File: src/rtl/lane_pack_pkg.sv
// Shared types for the lane word packer.
// Lane/word layouts and the beat kind encoding.
package lane_pack_pkg;

  localparam int LANES = 8;

  typedef struct packed {
    logic [1:0][1:0][1:0] bits;
  } lane_t;

  typedef union packed {
    logic [LANES-1:0][7:0]  b;
    logic [3:0][15:0]       h;
    lane_t [LANES-1:0]      l;
  } word_t;

  typedef enum logic [1:0] {
    K_BYTE  = 2'd0,
    K_HALF  = 2'd1,
    K_FLUSH = 2'd2,
    K_RSVD  = 2'd3
  } kind_e;

  localparam bit LANE_BITS_OK = ($bits(lane_t) == 8);
  localparam bit WORD_BITS_OK = ($bits(word_t) == 64);

endpackage

File: src/rtl/lane_out_slot.sv
// One-entry valid/ready holding register for packed words.
// Also counts words handed to the consumer.
module lane_out_slot #(
  parameter int CNT_W = 16
) (
  input  logic             clk,
  input  logic             rst,
  input  logic             load,
  input  logic [63:0]      load_data,
  input  logic [7:0]       load_mask,
  input  logic             out_ready,
  output logic             out_valid,
  output logic [63:0]      out_data,
  output logic [7:0]       out_mask,
  output logic [CNT_W-1:0] words_out
);

  localparam logic [CNT_W-1:0] ONE = {{(CNT_W-1){1'b0}}, 1'b1};

  // A load in the same cycle as a pop replaces the word being taken.
  always_ff @(posedge clk) begin
    if (rst) begin
      out_valid <= 1'b0;
      out_data  <= '0;
      out_mask  <= '0;
      words_out <= '0;
    end else begin
      if (out_valid && out_ready) begin
        words_out <= words_out + ONE;
      end
      if (load) begin
        out_valid <= 1'b1;
        out_data  <= load_data;
        out_mask  <= load_mask;
      end else if (out_ready) begin
        out_valid <= 1'b0;
      end
    end
  end

endmodule

File: src/rtl/lane_word_packer.sv
// Packs byte/halfword beats into 64-bit words with a lane mask.
// Owns the accumulator, lane index and beat-kind decode.
module lane_word_packer
  import lane_pack_pkg::*;
#(
  parameter int LANES = 8,
  parameter int CNT_W = 16
) (
  input  logic             clk,
  input  logic             rst,
  input  logic             in_valid,
  output logic             in_ready,
  input  logic [1:0]       in_kind,
  input  logic [15:0]      in_data,
  output logic             out_valid,
  input  logic             out_ready,
  output logic [63:0]      out_data,
  output logic [LANES-1:0] out_mask,
  output logic [CNT_W-1:0] words_out,
  output logic             err_kind
);

  if (!LANE_BITS_OK || !WORD_BITS_OK || LANES != 8) begin : g_bad_cfg
    $error("lane_word_packer: unsupported lane layout");
  end

  word_t      acc_q;
  word_t      acc_d;
  word_t      emit_word;
  logic [7:0] mask_q;
  logic [7:0] mask_d;
  logic [7:0] emit_mask;
  logic [3:0] idx_q;
  logic [3:0] idx_d;
  logic [2:0] base;
  logic [2:0] base1;
  logic       load;
  logic       err_d;
  logic       accept;
  logic       is_byte;
  logic       is_half;
  logic       is_flush;

  assign in_ready = !out_valid || out_ready;
  assign accept   = in_valid && in_ready;
  assign is_byte  = (in_kind == K_BYTE);
  assign is_half  = (in_kind == K_HALF);
  assign is_flush = (in_kind == K_FLUSH);

  // A half never straddles a lane pair: odd idx skips one lane.
  assign base  = idx_q[2:0] + {2'b00, idx_q[0]};
  assign base1 = base + 3'd1;

  always_comb begin
    acc_d     = acc_q;
    mask_d    = mask_q;
    idx_d     = idx_q;
    emit_word = acc_q;
    emit_mask = mask_q;
    load      = 1'b0;
    err_d     = 1'b0;
    if (accept) begin
      unique case (1'b1)
        is_byte: begin
          acc_d.b[idx_q[2:0]] = in_data[7:0];
          mask_d[idx_q[2:0]]  = 1'b1;
          idx_d               = idx_q + 4'd1;
        end
        is_half: begin
          if (idx_q == 4'd7) begin
            load      = 1'b1;
            acc_d     = '0;
            acc_d.h[0] = in_data;
            mask_d    = 8'h03;
            idx_d     = 4'd2;
          end else begin
            acc_d.b[base]  = in_data[7:0];
            acc_d.b[base1] = in_data[15:8];
            mask_d[base]   = 1'b1;
            mask_d[base1]  = 1'b1;
            idx_d          = {1'b0, base} + 4'd2;
          end
        end
        is_flush: begin
          load   = |mask_q;
          acc_d  = '0;
          mask_d = '0;
          idx_d  = '0;
        end
        default: err_d = 1'b1;
      endcase
      if (idx_d == 4'd8) begin
        load      = 1'b1;
        emit_word = acc_d;
        emit_mask = mask_d;
        acc_d     = '0;
        mask_d    = '0;
        idx_d     = '0;
      end
    end
  end

  always_ff @(posedge clk) begin
    if (rst) begin
      acc_q    <= '0;
      mask_q   <= '0;
      idx_q    <= '0;
      err_kind <= 1'b0;
    end else begin
      acc_q    <= acc_d;
      mask_q   <= mask_d;
      idx_q    <= idx_d;
      err_kind <= err_d;
    end
  end

  lane_out_slot #(
    .CNT_W(CNT_W)
  ) u_slot (
    .clk       (clk),
    .rst       (rst),
    .load      (load),
    .load_data (emit_word),
    .load_mask (emit_mask),
    .out_ready (out_ready),
    .out_valid (out_valid),
    .out_data  (out_data),
    .out_mask  (out_mask),
    .words_out (words_out)
  );

endmodule

File: config.mk
export PLATFORM = sky130hd
export DESIGN_NAME = lane_word_packer
export DESIGN_NICKNAME = d
export VERILOG_FILES = /design/src/rtl/lane_pack_pkg.sv /design/src/rtl/lane_out_slot.sv /design/src/rtl/lane_word_packer.sv
export SDC_FILE = /design/constraint.sdc
export NUM_CORES = 1
export LEC_CHECK = 0
export ABC_AREA = 0
export CAP_MARGIN = 15
export CORE_UTILIZATION = 30
export DETAILED_ROUTE_END_ITERATION = 10
export PLACE_DENSITY = 0.57
export SLEW_MARGIN = 20
export SYNTH_ARGS = -nofsm -noshare
export SYNTH_HDL_FRONTEND = slang
export SYNTH_HIERARCHICAL = 1
export SYNTH_SLANG_ARGS = --single-unit
File: constraint.sdc
create_clock -name clk -period 4.7 [get_ports clk]
set_input_delay 0.94 -clock clk [delete_from_list [all_inputs] [get_ports clk]]
set_output_delay 0.94 -clock clk [all_outputs]
set_load 0.02 [all_outputs]
Yosys cells after proc, flatten, opt, wreduce, memory -nomap -nowiden
Index checks and enable logic that the tools add are counted.

Muxes and demuxes: 36. Eq/ne operators: 4. Add/subtract/negate cells: 5. Reduce and logical (&&, ||, !) cells: 12. Bitwise operators: 4. $lt $le $gt $ge: 6.

Operators with widths (number): $mux 64 (4); $bwmux 64 (3); $pmux 64 s3 (1); $demux 8 s3 (3); $mux 8 (7); $or 8x8->8 (3); $pmux 8 s3 (1); $add 16x1->16 const B (1); $lt 3x4->1 const B (3); $mux 4 (3); $pmux 4 s3 (1); $demux 1 s3 (3); $ge 3x1->1 const B (3); $mux 1 (9); $reduce_or 8->1 (1); $logic_and 1x1->1 (5); $add 3x2->4 const B (1); $add 4x1->4 const B (1); $eq 4x3->1 const B (1); $eq 4x4->1 const B (1); $add 3x1->3 (1); $add 3x1->3 const B (1); $reduce_or 3->1 (1); $eq 2x1->1 const B (1); 8 further kinds (8).

Input bits: 22. Logic and storage cells: 75. Register bits after elaboration: 166. Output and inout port bits: 91.

Depth between registers and ports, before layout
Depth in word-level cells: 11. Depth in mapped cells: 14. Gate-level depth less buffers: 11.

By module
Netlist, hierarchy kept.

By module, submodules not included: lane_word_packer (cells each 589, instances 1, area each 4662.0 µm²); lane_out_slot (cells each 321, instances 1, area each 3284.4 µm²).

Worst setup path after synthesis
No wires, ideal clock.

Path kind: input to register. Start point: in in_kind[1]. End point: reg u_slot.out_data[34]. Cell stages on the path: 14. Arrival time: 3.594 ns. Path slack: 0.978 ns. Cells stage by stage: inv_1 > ha_1 > clkbuf_1 > or3b_1 > o21ai_0 > a222oi_1 > nor3_2 > buf_6 > nand2_1 > o21ai_0 > clkbuf_1 > buf_2 > mux2i_1 > nor2_1.

Longest elaborated chain between the ends: 6. Elaborated cells between the ends (all ways): 12. Classes of those cells: eq/ne: 3; mux: 8; reduce/logical: 1.

Ends and longest elaborated chain: start, declared (line lane_word_packer.sv:13) `input logic [1:0] in_kind,`; $eq 2x2->1 (tied with other cells) (line lane_word_packer.sv:48) `assign is_flush = (in_kind == K_FLUSH);`; $pmux 4 s3 (line lane_word_packer.sv:63) `unique case (1'b1)`; $mux 4 (line lane_word_packer.sv:62) `if (accept) begin`; $eq 4x4->1 (line lane_word_packer.sv:92) `if (idx_d == 4'd8) begin`; $mux 1 * (line lane_word_packer.sv:92); $mux 1 * (line lane_word_packer.sv:62); via load (line lane_word_packer.sv:37) `logic load;`; end signal, assigned (line lane_out_slot.sv:33) `out_data <= load_data;`; end, declared (line lane_out_slot.sv:13) `output logic [63:0] out_data,`.

The timed path passes the listed nets; every way through them passes the cells marked *. The select of a mux whose other input is x is not followed. A chain may end at the register's enable or synchronous reset.

==> impl_metrics.tcl <==
set metrics [dict create \
    outcome "completed" \
    p_per_area_mw_per_mm2 306.2 \
    vias_per_inst 5.313 \
    sw_frac_of_total 0.2642 \
    worstSetupPathType "input port to flop" \
    diodes 0 \
    drc 0 \
    worstPathArrival_ns 3.95 \
    vias 7173 \
    grt_pass1_wl_um 40070 \
    hold_class "flop to flop" \
    port_buffers 112 \
    fin_nets 1035 \
    grt_use_met1 0.2726 \
    clock_tree.root_cell "sky130_fd_sc_hd__clkbuf_16" \
    timing.hold.ws_ns 0.4639 \
    ys.warnings.count 6 \
    drt_iter0_drc 678 \
    power.net_switching_uw 809.9 \
    min_period_ns 3.660 \
    crit_top_cell "sky130_fd_sc_hd__nand2_1" \
    drv_cap 0 \
    global_route.peak_usage_layer "met2" \
    drt-total-wl_um 26560 \
    final-max-slew-violation-count 0 \
    yosys_most_used_dff "sky130_fd_sc_hd__dfxtp_1" \
    gp_congestion 0.9238 \
    postSynthAreaPerCell_um2 8.732 \
    die_height_um 164.8 \
    power.clock.fraction 0.436 \
    worst_ep_required_time_ns 4.99 \
    most-common-layout-cells "sky130_fd_sc_hd__dfxtp_1, sky130_fd_sc_hd__nor2_1, sky130_fd_sc_hd__clkdlybuf4s50_1" \
    post_synth_edffs 0 \
    fillerInstances 2661 \
    coreArea_mm2 0.02598 \
    seq_area_frac_synth 0.4182 \
    mostFrequentLayoutCell "sky130_fd_sc_hd__dfxtp_1" \
    grt_overflow_total 0 \
    cts_h_tree_depth 4 \
    clk_transition_reported_paths_ns 0.07 \
    antenna_found_initial 1 \
    insertion_delay_ns 0.43 \
    grt_setup_unrepaired "no" \
    postCtsHoldBufs 0 \
    dpl.hpwl_um 18690 \
    internal-power_uw 2255 \
    fin_setup_tns_ns 0 \
    antenna_left 0 \
    finClkSkew_ns 0.01119 \
    maximum_number_of_pins_on_one_net_before_global_route_repair 75 \
    wire_per_inst_um 19.67 \
    leakage_uw 0.003437 \
    path_cells "clkdlybuf4s50_1, inv_1, ha_1, nor2b_1, nand2_1, o221ai_1, nor3_4, nand2_1, mux2_2, mux2i_1, nor2_1" \
    hold_violations 0 \
    cts_tree "yes" \
    vdd_ir_drop_max_mv 0.1726 \
    slowest_delay_ns 0.69 \
    use_met2 0.3037 \
    yosys.cell_types.count 64 \
    kind_of_start_point_of_the_critical_path "input port" \
    finalSetupViolations 0 \
    maxSlewHeadroom 0.4257 \
    power.share.sequential 0.467 \
    area_growth_pct 25.98 \
    cts-resized-gates 0 \
    gr-usage-met3 0.04194 \
    ratio_of_cells_with_drive_above_1_in_the_final_layout 0.08670 \
    pin_count 113 \
    cts_made_buffers 17 \
    num_rows 59 \
    floorplan.die.width_um 164.8 \
    power.combinational.fraction 0.097 \
    asr_flop_ratio_synth 0 \
    die_area_mm2 0.02714 \
    post_cts.repair.setup_buffers 0 \
    drt-pass1-iter-count 7 \
    timing.critical_path.to_type "flop" \
    syn_area_mm2 0.007946 \
    final.period_utilization 0.7788 \
    syn_nets 942 \
    grt.total_usage 0.1971 \
    post_syn_instances 910 \
    multiInputGateArea_mm2 0.004250 \
    timing_worst_slew_pin_value_ns 0.8615 \
    timing.fmax_mhz 273.2 \
    critPathSlowestCell "sky130_fd_sc_hd__o221ai_1" \
    clockBufferDepth 2 \
    clkSinkCount 166 \
    initial_core_util 0.3058 \
    regArea_mm2 0.003323 \
    number_of_global_route_vias_before_repair 6666 \
    crit_fanout 11 \
    ys_seq_elements 166 \
]
==> cell families (layout without fill, tap and decap cells) <==
family          count (synthesis)  count (layout)  synth area share
mux                            85              85            0.1083
flops                         166             166            0.4182
simple gates                  317             317            0.1808
compound gates                231             231            0.2140
buf+inv                        90             195           0.05086
fa+ha+maj                      10              10           0.01575
xor+xnor                       11              11           0.01212
==> cell type report <==
type / count / share of cell area
repair buffers: 146 / 0.1397
multi-input cells: 654 / 0.4246
inverters: 18 / 0.006749
clock inverters: 10 / 0.01012
well taps: 335 / 0.04187
clock buffers: 21 / 0.04499
flip-flops and latches: 166 / 0.3320
==> sequential cells by signal, summed over array words and instances (netlist names) <==
signal,count
err_kind,1
u_slot/out_mask,8
u_slot/out_valid,1
u_slot/out_data,64
u_slot/words_out,16
mask_q,8
idx_q,4
acc_q,64
==> stage by stage <==
step | area, µm² | cells | util | worst slack (ns) | total power, µW
2_1_floorplan | 7946 | 910 | - | 0.9785 | 1629
3_3_place_gp | 9459 | 1319 | 0.3640 | 0.6838 | 1754
3_5_place_dp | 9459 | 1319 | 0.3640 | 0.6389 | 1754
4_1_cts | 10010 | 1350 | 0.3853 | 1.079 | 3089
5_1_grt | 10010 | 1350 | 0.3853 | 0.8218 | 3182
6_report | 10010 | 1350 | 0.3853 | 1.040 | 3065
==> metal layers <==
layer,wire (µm),vias to the layer above
met5,0,-
met3,1780,38
met1,12430,3411
li1,-,3475
met2,11760,249
met4,584,0
==> final timing paths <==
check                           startpoint                  end  slack (ns)  depth (start not counted)
worst max-delay path            in_kind[1]  u_slot/out_data[55]        1.04                         11
worst min-delay path             acc_q[49]            acc_q[49]        0.46                          1
worst max register to register    idx_q[1]   u_slot/out_data[1]        1.11                         10
worst min register to register   acc_q[49]            acc_q[49]        0.46                          1
==> critical path, delay by kind of cell <==
family / cells / cell delay [ns]
compound gates: 1 / 0.69
simple gates: 5 / 0.84
fa+ha+maj: 1 / 0.40
mux: 2 / 0.52
buf+inv: 2 / 0.54
==> cell usage after synthesis (4+ instances only) <==
cell / count / area, µm²
sky130_fd_sc_hd__o31ai_1: 4 / 30.03
sky130_fd_sc_hd__a22oi_1: 5 / 37.54
sky130_fd_sc_hd__nor2_1: 153 / 574.3
sky130_fd_sc_hd__mux2_2: 8 / 90.09
sky130_fd_sc_hd__a21o_1: 4 / 30.03
sky130_fd_sc_hd__mux2i_1: 77 / 770.7
sky130_fd_sc_hd__ha_1: 10 / 125.1
sky130_fd_sc_hd__a21oi_1: 51 / 255.2
sky130_fd_sc_hd__nand2b_1: 8 / 50.05
sky130_fd_sc_hd__and2_1: 6 / 37.54
sky130_fd_sc_hd__or3_1: 5 / 31.28
sky130_fd_sc_hd__a32o_1: 18 / 180.2
sky130_fd_sc_hd__buf_1: 6 / 22.52
sky130_fd_sc_hd__nand3_1: 14 / 70.07
sky130_fd_sc_hd__o2bb2ai_1: 16 / 140.1
sky130_fd_sc_hd__nor2b_1: 14 / 87.58
sky130_fd_sc_hd__o21ai_0: 43 / 215.2
sky130_fd_sc_hd__xor2_1: 5 / 43.79
sky130_fd_sc_hd__a221oi_1: 4 / 35.03
sky130_fd_sc_hd__a32oi_1: 6 / 52.55
sky130_fd_sc_hd__a22o_1: 24 / 210.2
sky130_fd_sc_hd__inv_1: 17 / 63.81
sky130_fd_sc_hd__nand2_1: 72 / 270.3
sky130_fd_sc_hd__clkbuf_1: 41 / 153.9
sky130_fd_sc_hd__xnor2_1: 6 / 52.55
sky130_fd_sc_hd__nor3_1: 12 / 60.06
sky130_fd_sc_hd__a31oi_1: 4 / 25.02
sky130_fd_sc_hd__nor4_1: 6 / 37.54
sky130_fd_sc_hd__a2bb2oi_1: 8 / 70.07
sky130_fd_sc_hd__dfxtp_1: 166 / 3323
sky130_fd_sc_hd__a222oi_1: 24 / 240.2
sky130_fd_sc_hd__buf_2: 19 / 95.09
==> power groups by stage <==
stage	logic (µW)	clock network (µW)	registers, µW
2_1_floorplan	172	0	1460
3_3_place_gp	292	0	1460
3_5_place_dp	291	0	1460
4_1_cts	292	1370	1430
5_1_grt	316	1440	1430
6_report	297	1340	1430
No activity file was read; power rests on OpenSTA's default activity.
